==> config.mk <==
export PLATFORM = sky130hd
export DESIGN_NAME = alu_seq
export DESIGN_NICKNAME = d
export VERILOG_FILES = /design/src/rtl/alu_seq.sv
export SDC_FILE = /design/constraint.sdc
export NUM_CORES = 1
export LEC_CHECK = 0
export BUFFER_PORTS_ARGS = -buffer_cell sky130_fd_sc_hd__buf_2
export CELL_PAD_IN_SITES_DETAIL_PLACEMENT = 0
export CELL_PAD_IN_SITES_GLOBAL_PLACEMENT = 1
export CORE_ASPECT_RATIO = 0.6
export CORE_MARGIN = 2
export CORE_UTILIZATION = 47
export CTS_CLUSTER_SIZE = 10
export DETAILED_ROUTE_END_ITERATION = 7
export HOLD_SLACK_MARGIN = 0.15
export PLACE_DENSITY = 0.87
export SYNTH_ARGS = -nofsm -noshare
export SYNTH_HDL_FRONTEND = slang
export SYNTH_SLANG_ARGS = --single-unit
==> constraint.sdc <==
create_clock -name clk -period 4.15 [get_ports clk]
set_input_delay 0.415 -clock clk [delete_from_list [all_inputs] [get_ports clk]]
set_output_delay 0.415 -clock clk [all_outputs]
set_load 0.05 [all_outputs]
==> src/rtl/alu_seq.sv <==
// rtl/alu_seq.sv - handshaked sequential ALU with iterative multiply/divide
// Purpose: registered single-cycle rotate/shift/add/logic ops plus shift-add
//   unsigned multiply and restoring unsigned divide/remainder, one op in flight.
// Ports:
//   clk, rst_n           clock, asynchronous active-low reset
//   in_valid, in_ready   request handshake; ready only while IDLE
//   A, B, Cin, Op        operands, ADD carry-in, opcode; B[CW-1:0] is shift count
//   invA, invB, sign     operand inversion, ADD overflow mode (1 signed)
//   out_valid, out_ready result handshake; result held until taken
//   Out, Zero, Ofl, Err  result and flags, stable while out_valid
//   busy                 state != IDLE
module alu_seq #(
  parameter int N = 16
) (
  input  logic         clk,
  input  logic         rst_n,
  input  logic         in_valid,
  output logic         in_ready,
  input  logic [N-1:0] A,
  input  logic [N-1:0] B,
  input  logic         Cin,
  input  logic [3:0]   Op,
  input  logic         invA,
  input  logic         invB,
  input  logic         sign,
  output logic         out_valid,
  input  logic         out_ready,
  output logic [N-1:0] Out,
  output logic         Zero,
  output logic         Ofl,
  output logic         Err,
  output logic         busy
);
  localparam int CW = $clog2(N);
  localparam logic [3:0] OP_MUL = 4'b1000;
  localparam logic [3:0] OP_DIV = 4'b1001;
  localparam logic [3:0] OP_REM = 4'b1010;

  typedef enum logic [1:0] {IDLE, BUSY, DONE} state_t;

  state_t        state_q, state_d;
  logic [CW-1:0] cnt_q, cnt_d;
  logic [3:0]    op_q, op_d;
  // acc: product high half / partial remainder; lo: multiplier / quotient;
  // opnd: multiplicand / divisor.
  logic [N-1:0]  acc_q, acc_d, lo_q, lo_d, opnd_q, opnd_d;
  logic [N-1:0]  out_q, out_d;
  logic          zero_q, zero_d, ofl_q, ofl_d, err_q, err_d;
  logic          load;

  logic [N-1:0]  in_a, in_b;
  logic [CW-1:0] sh_cnt;
  logic [CW:0]   sh_inv;
  logic [N:0]    add_sum;
  logic [N-1:0]  single_res;
  logic          single_ofl;

  logic [N:0]    mul_sum;
  logic [N:0]    div_sh;
  logic          div_ge;
  logic [N-1:0]  div_diff;
  logic [N-1:0]  acc_step, lo_step;

  assign in_a    = invA ? ~A : A;
  assign in_b    = invB ? ~B : B;
  assign sh_cnt  = in_b[CW-1:0];
  // Complementary shift for rotates; equals N when sh_cnt is 0, which
  // shifts everything out so the rotate degenerates to a plain copy.
  assign sh_inv  = (CW+1)'(N) - {1'b0, sh_cnt};
  assign add_sum = {1'b0, in_a} + {1'b0, in_b} + {{N{1'b0}}, Cin};

  always_comb begin
    single_res = '0;
    single_ofl = 1'b0;
    case (Op[2:0])
      3'd0: single_res = (in_a << sh_cnt) | (in_a >> sh_inv);
      3'd1: single_res = in_a << sh_cnt;
      3'd2: single_res = (in_a >> sh_cnt) | (in_a << sh_inv);
      3'd3: single_res = in_a >> sh_cnt;
      3'd4: begin
        single_res = add_sum[N-1:0];
        single_ofl = sign ? ((in_a[N-1] == in_b[N-1]) && (add_sum[N-1] != in_a[N-1]))
                          : add_sum[N];
      end
      3'd5: single_res = in_a & in_b;
      3'd6: single_res = in_a | in_b;
      3'd7: single_res = in_a ^ in_b;
    endcase
  end

  // One iteration of shift-add multiply or restoring divide.
  assign mul_sum  = {1'b0, acc_q} + (lo_q[0] ? {1'b0, opnd_q} : '0);
  assign div_sh   = {acc_q, lo_q[N-1]};
  assign div_ge   = div_sh >= {1'b0, opnd_q};
  // Partial remainder stays below the divisor, so the difference fits N bits.
  assign div_diff = div_sh[N-1:0] - opnd_q;
  assign acc_step = (op_q == OP_MUL) ? mul_sum[N:1]
                  : (div_ge ? div_diff : div_sh[N-1:0]);
  assign lo_step  = (op_q == OP_MUL) ? {mul_sum[0], lo_q[N-1:1]}
                  : {lo_q[N-2:0], div_ge};

  always_comb begin
    state_d = state_q;
    cnt_d   = cnt_q;
    op_d    = op_q;
    acc_d   = acc_q;
    lo_d    = lo_q;
    opnd_d  = opnd_q;
    out_d   = out_q;
    zero_d  = zero_q;
    ofl_d   = ofl_q;
    err_d   = err_q;
    load    = 1'b0;
    case (state_q)
      IDLE: begin
        if (in_valid) begin
          op_d  = Op;
          ofl_d = 1'b0;
          err_d = 1'b0;
          if (!Op[3]) begin
            out_d   = single_res;
            ofl_d   = single_ofl;
            load    = 1'b1;
            state_d = DONE;
          end else if (Op == OP_MUL) begin
            acc_d   = '0;
            lo_d    = in_b;
            opnd_d  = in_a;
            cnt_d   = '0;
            state_d = BUSY;
          end else if ((Op == OP_DIV) || (Op == OP_REM)) begin
            if (in_b == '0) begin
              out_d   = (Op == OP_DIV) ? '1 : in_a;
              err_d   = 1'b1;
              load    = 1'b1;
              state_d = DONE;
            end else begin
              acc_d   = '0;
              lo_d    = in_a;
              opnd_d  = in_b;
              cnt_d   = '0;
              state_d = BUSY;
            end
          end else begin
            out_d   = '0;
            err_d   = 1'b1;
            load    = 1'b1;
            state_d = DONE;
          end
        end
      end
      BUSY: begin
        acc_d = acc_step;
        lo_d  = lo_step;
        cnt_d = cnt_q + 1'b1;
        if (cnt_q == CW'(N-1)) begin
          out_d   = (op_q == OP_REM) ? acc_step : lo_step;
          ofl_d   = (op_q == OP_MUL) && (acc_step != '0);
          load    = 1'b1;
          state_d = DONE;
        end
      end
      DONE: begin
        if (out_ready) state_d = IDLE;
      end
      default: state_d = IDLE;
    endcase
    if (load) zero_d = (out_d == '0);
  end

  always_ff @(posedge clk or negedge rst_n) begin
    if (!rst_n) begin
      state_q <= IDLE;
      cnt_q   <= '0;
      op_q    <= '0;
      acc_q   <= '0;
      lo_q    <= '0;
      opnd_q  <= '0;
      out_q   <= '0;
      zero_q  <= 1'b0;
      ofl_q   <= 1'b0;
      err_q   <= 1'b0;
    end else begin
      state_q <= state_d;
      cnt_q   <= cnt_d;
      op_q    <= op_d;
      acc_q   <= acc_d;
      lo_q    <= lo_d;
      opnd_q  <= opnd_d;
      out_q   <= out_d;
      zero_q  <= zero_d;
      ofl_q   <= ofl_d;
      err_q   <= err_d;
    end
  end

  assign in_ready  = (state_q == IDLE);
  assign out_valid = (state_q == DONE);
  assign busy      = (state_q != IDLE);
  assign Out       = out_q;
  assign Zero      = zero_q;
  assign Ofl       = ofl_q;
  assign Err       = err_q;
endmodule

; ---- After elaboration in Yosys (flattened, before gate mapping)
; Cells that the tools add are included.
[word_totals]
reg_bits = 77
input_bits = 44
out_inout_bits = 22
word_cells = 127
[op_classes]
n_addsub = 6
order_cmp = 1
eq_ne = 24
n_shift = 4
mux = 59
n_bitwise = 7
reduce_logical = 16
[op_table]
columns = operator, count
row1 = 16-bit 2-to-1 mux, 27
row2 = 16-bit one-hot mux with 8 select lines, 1
row3 = 16-bit one-hot mux with 2 select lines, 3
row4 = 16-bit OR, 3
row5 = 16-bit by 16-bit adder with 17-bit output, 2
row6 = 16-bit logical NOT, 2
row7 = 16-bit NOT, 2
row8 = 4-bit equality test (second input constant), 6
row9 = 4-bit 2-to-1 mux, 5
row10 = 17-bit by 1-bit adder with 17-bit output, 1
row11 = 17-bit by 16-bit >= comparator with 1-bit output, 1
row12 = 16-bit bitwise AND, 1
row13 = 16-bit nonzero test, 1
row14 = 16-bit by 4-bit left shift with 16-bit output, 1
row15 = 16-bit by 5-bit left shift with 16-bit output, 1
row16 = 16-bit by 4-bit >> shifter with 16-bit output, 1
row17 = 16-bit by 5-bit >> shifter with 16-bit output, 1
row18 = 16-bit subtractor, 1
row19 = 16-bit bitwise XOR, 1
row20 = 2-bit 2-to-1 mux, 7
row21 = 3-bit equality test (second input constant), 4
row22 = 1-bit 2-to-1 mux, 12
row23 = 5-bit AND reduction, 2
row24 = 4-bit one-hot mux with 2 select lines, 1
row25 = 21 further kinds, 30

; ---- Depth between registers and ports, before layout
[depth]
ltp_word = 11
ltp_mapped = 19
mapped_depth_nobuf = 15

; ---- Least setup slack after synthesis
; Ideal clock, no wire load.
[synth_timing]
kind = in2reg
startpoint = in invB
endpoint = reg zero_q (netlist: Zero)
setup_time_ps = 103
arrival_time_ps = 4398
required_ps = 4047
path_slack_ps = -351
stages = 19
n_path_buf = 5
cell_sequence = buf_6 buf_4 clkbuf_1 buf_2 buf_1 xnor2_1 inv_1 ha_1 o211ai_1 a21oi_1 o21ai_0 o21ai_1 and3_1 o21ai_0 a31oi_1 a211o_1 nor4_1 or3b_1 o41ai_2
[synth_between]
elab_chain_cells = 9
elab_cells_between_ends = 28
classes_between = add/sub (3) / shift (4) / mux (14) / bitwise (5) / reduce/logical (2)
[synth_rtl]
columns = element, line_no
row1 = "start, declared", 24  ; input logic invB,
row2 = 16-bit 2-to-1 mux *, 65  ; assign in_b = invB ? ~B : B;
row3 = "parallel branches: the longest is 4 deep, another holds 16-bit by 16-bit adder with 17-bit output", n/a
row4 = 16-bit 2-to-1 mux *, 120  ; if (!Op[3]) begin
row5 = 16-bit 2-to-1 mux *, 116  ; if (in_valid) begin
row6 = 16-bit one-hot mux with 2 select lines *, 114  ; case (state_q)
row7 = named net out_d[13], 47  ; logic [N-1:0] out_q, out_d;
row8 = 16-bit logical NOT *, 168  ; if (load) zero_d = (out_d == '0);
row9 = "end signal, assigned", 191  ; zero_q <= zero_d;
row10 = "end, declared", 48  ; logic zero_q, zero_d, ofl_q, ofl_d, err_q, err_d;
; Mark *: on every way through the listed nets, which the timed path passes.
; A chain may end at the register's enable or synchronous reset.

; ---- Final worst setup path
[layout_timing]
startpoint = reg opnd_q[1]
endpoint = reg zero_q (netlist: Zero)
[layout_between]
elab_chain_cells = 7
elab_cells_between_ends = 11
classes_between = add/sub (2) / order compare (1) / mux (7) / reduce/logical (1)
[layout_rtl]
columns = element, line_no
row1 = "start, declared", 46  ; logic [N-1:0] acc_q, acc_d, lo_q, lo_d, opnd_q, opnd_d;
row2 = "start signal, assigned", 189  ; opnd_q <= opnd_d;
row3 = 16-bit subtractor (tied with other cells), 96  ; assign div_diff = div_sh[N-1:0] - opnd_q;
row4 = 16-bit 2-to-1 mux or 16-bit by 16-bit adder with 17-bit output (tied branches), "98, 92"
row5 = 16-bit 2-to-1 mux *, 97  ; assign acc_step = (op_q == OP_MUL) ? mul_sum[N:1]
row6 = 16-bit 2-to-1 mux *, 157  ; out_d = (op_q == OP_REM) ? acc_step : lo_step;
row7 = 16-bit 2-to-1 mux *, 156  ; if (cnt_q == CW'(N-1)) begin
row8 = 16-bit one-hot mux with 2 select lines *, 114
row9 = named net out_d[13], 47
row10 = 16-bit logical NOT *, 168
; The timed path passes the listed nets; every way through them passes the cells marked *.

==> flow_metrics.py <==
metrics = {
    "outcome": {
        "status": "finished with violations",
        "violations": "design-rule violations",
    },
    "grt": {
        "grt_first_pass_wirelength_mm": 81.54,
        "grt_max_degree": 49,
        "grt_use_total": 0.4233,
        "grt_pass1_vias": 12780,
        "grt-ovfl-total": 0,
        "antenna_found_initial": 0,
    },
    "power_and_ir_drop": {
        "ir_drop_mv": 0.5480,
        "internal_power_mw": 4.322,
        "power_density_nw_per_um2": 644.3,
        "pwr-share-seq": 0.162,
        "p_switching_mw": 4.781,
        "power_frac_comb": 0.745,
        "pwr-share-clk": 0.094,
        "swShare": 0.5252,
        "power.total_mw": 9.102,
        "leakagePower_nw": 6.455,
    },
    "synthesis": {
        "ys_types": 98,
        "synth_warnings": 0,
        "synth.ff_latch_count": 77,
        "yosysSeqAreaShare": 0.1675,
        "synth_area_per_cell_um2": 7.100,
        "syn_area_um2": 11500,
        "synthFlopType": "dfrtp_1",
        "syn-num-nets": 1733,
        "synthCells": 1620,
        "ys_async_sr_fraction": 1.000,
        "synth_edf_count": 0,
    },
    "critical_path": {
        "arrival_ps": 4300,
        "path_delay_family": "compound AO/OA/AOI/OAI gates",
        "critPathRequiredTime_ps": 4400,
        "critPathMostFrequentCell": "buf_4",
        "critPathSlowestCell": "or3b_1",
        "crit_type": "register to register",
        "crit_buf_inv": 3,
        "slowest_delay_ps": 390,
        "path_cells": "buf_4 > inv_1 > ha_1 > nor2b_1 > o31ai_2 > a21oi_2 > buf_4 > or2_2 > a21oi_1 > xor2_1 > mux2i_1 > a211o_1 > nor4_2 > or3b_1 > o41ai_2",
        "cp-end-kind": "register",
        "critPathLaunchType": "register",
        "cp_max_fo": 3,
    },
    "timing": {
        "period_minus_slack_ps": 4052,
        "setup_tns_ps": 0,
        "tightest_slew_ps": 1181,
        "finalSetupViolCount": 0,
        "finalMaxSlewViolations": 0,
        "clock.fmax_mhz": 246.8,
        "finClkSkew_ps": 7.075,
        "fin_hold_ws_ps": 263.8,
        "relSlewSlack": 0.2027,
        "min_period_over_period": 0.9764,
        "hold_viol": 0,
    },
    "floorplan": {
        "coreArea_um2": 24110,
        "initial_core_util": 0.4770,
        "pin_count": 66,
        "die_w_um": 206.0,
        "die_h_um": 125.2,
        "die-area_um2": 25780,
        "rows": 44,
    },
    "drt": {
        "antenna_left": 0,
        "drt_wl_total_mm": 55.30,
        "drt_iter0_markers": 2198,
        "drt-pass1-iter-count": 8,
        "drc": 9,
        "wl_per_cell_um": 25.47,
        "vias": 14250,
        "viasPerCell": 6.561,
    },
    "layout": {
        "drive_gt1_frac": 0.2142,
        "final_cells": 2171,
        "utilization": 0.5859,
        "syn_to_final_growth_pct": 22.83,
        "antenna_cells": 0,
        "num-nets-final": 1957,
        "nFillCells": 2269,
    },
    "cts": {
        "cts_max_path_buffers": 2,
        "clock_latency_ps": 350,
        "h-tree-depth": 3,
        "clock-sinks": 77,
        "cts_root_buf": "clkbuf_16",
        "clk_pin_slew_worst_paths_ps": 60,
        "cts_tree": "done",
        "cts_made_buffers": 9,
    },
    "placed_design": {
        "routabilityCongestion": 1.161,
        "place.port_buffers": 65,
        "dp_cells": 2153,
        "dp_hpwl_mm": 45.22,
    },
    "flow_run": {
        "maxCapViolCount": 0,
    },
    "hold_path": {
        "hold_class": "input port to register",
    },
}
[timing repair]
| item | CTS | global route |
|---|---|---|
| setup buffers | 0 | 1 |
| endpoints found under the setup margin | 1 | 2 |
| hold buffers | 1 | 0 |
| hold endpoints to repair | 29 | 0 |
| pin swaps | 0 | 1 |
| resized for setup | 2 | 14 |
[through the flow]
stage | cell area, µm² | setup WS [ps]
2_1_floorplan | 11510 | 45.52
3_3_place_gp | 13750 | -176.1
3_5_place_dp | 13750 | -263.9
4_1_cts | 14070 | 21.09
5_1_grt | 14130 | -9.557
6_report | 14130 | 97.98
[flip-flops by register name (all words and copies together) (netlist names)]
| name | cells |
|---|---|
| Err | 1 |
| acc_q | 16 |
| Zero | 1 |
| cnt_q | 4 |
| opnd_q | 16 |
| state_q | 2 |
| lo_q | 16 |
| Ofl | 1 |
| Out | 16 |
| op_q | 4 |
[cells in the mapped netlist (27+ instances only)]
| cell | instances | area (µm²) |
|---|---|---|
| xnor2_1 | 34 | 297.8 |
| nand3_1 | 48 | 240.2 |
| o211ai_1 | 27 | 202.7 |
| clkbuf_1 | 72 | 270.3 |
| nand2b_1 | 40 | 250.2 |
| nand2_1 | 196 | 735.7 |
| o21ai_0 | 152 | 760.7 |
| a31oi_1 | 33 | 206.5 |
| nor2_1 | 144 | 540.5 |
| inv_1 | 74 | 277.8 |
| a211oi_1 | 46 | 345.3 |
| ha_1 | 66 | 825.8 |
| a21oi_1 | 126 | 630.6 |
| dfrtp_1 | 77 | 1927 |
| mux2i_1 | 44 | 440.4 |
[layer usage]
metal	GRT usage	wire, µm	part of all wire
met5	0.04887	165	0.0030
met4	0.04286	531	0.0096
met3	0.2174	10010	0.18
met2	0.4955	19230	0.35
met1	0.6692	25370	0.46
[layout by cell type (no fill, tap or decap), types with 8 or more instances in the layout]
cell / count
a211oi_1: 46
a21o_1: 13
a21oi_1: 121
a21oi_2: 8
a221oi_1: 16
a22o_1: 11
a22oi_1: 25
a31oi_1: 33
and2_1: 26
and3_1: 11
buf_12: 8
buf_2: 64
buf_4: 246
clkbuf_16: 9
dfrtp_1: 77
ha_1: 66
inv_1: 74
mux2i_1: 44
mux4_2: 10
nand2_1: 196
nand2b_1: 40
nand3_1: 48
nor2_1: 143
nor2b_1: 17
nor3_1: 21
nor3b_1: 8
o2111ai_1: 9
o211ai_1: 27
o21a_1: 10
o21ai_0: 151
o21ai_1: 10
o221ai_1: 17
o22ai_1: 20
or2_2: 8
or3_1: 10
xnor2_1: 33
xor2_1: 19
[area by class of cell]
type                    count  area [µm²]  share of cell area
multi-input cells        1359        8853              0.6266
repair buffers            320        2349              0.1662
flip-flops and latches     77        1927              0.1364
well taps                 322       402.9             0.02852
inverters                  77       289.0             0.02046
clock buffers              11       232.7             0.01647
clock inverters             5       75.07            0.005313
[kinds of logic (layout without fill, tap and decap cells)]
group | count (synthesis) | in the layout | share of synthesized area
compound gates | 593 | 593 | 0.3355
simple gates | 581 | 581 | 0.2406
buf+inv | 184 | 413 | 0.06875
flops | 77 | 77 | 0.1675
fa+ha+maj | 69 | 69 | 0.07702
xor+xnor | 59 | 59 | 0.04982
mux | 57 | 57 | 0.06081
[worst paths after layout]
kind                              endpoint  cells after the start       from  slack [ps]
worst min-delay path            state_q[1]                      2  out_ready         260
worst min register to register         Err                      2        Err         480
worst max register to register        Zero                     15  opnd_q[1]         100
worst max-delay path                  Zero                     15  opnd_q[1]         100
min in group asynchronous       opnd_q[12]                      2      rst_n         530
max in group asynchronous         cnt_q[0]                      3      rst_n        2620
[power by group through the flow]
stage	Combinational [mW]	Clock, mW	Sequential, mW
2_1_floorplan	3.73	0	1.60
3_3_place_gp	6.30	0	1.45
3_5_place_dp	6.37	0	1.46
4_1_cts	6.42	0.852	1.45
5_1_grt	7.22	0.889	1.51
6_report	6.78	0.853	1.47
No activity file was read; power rests on OpenSTA's default activity.
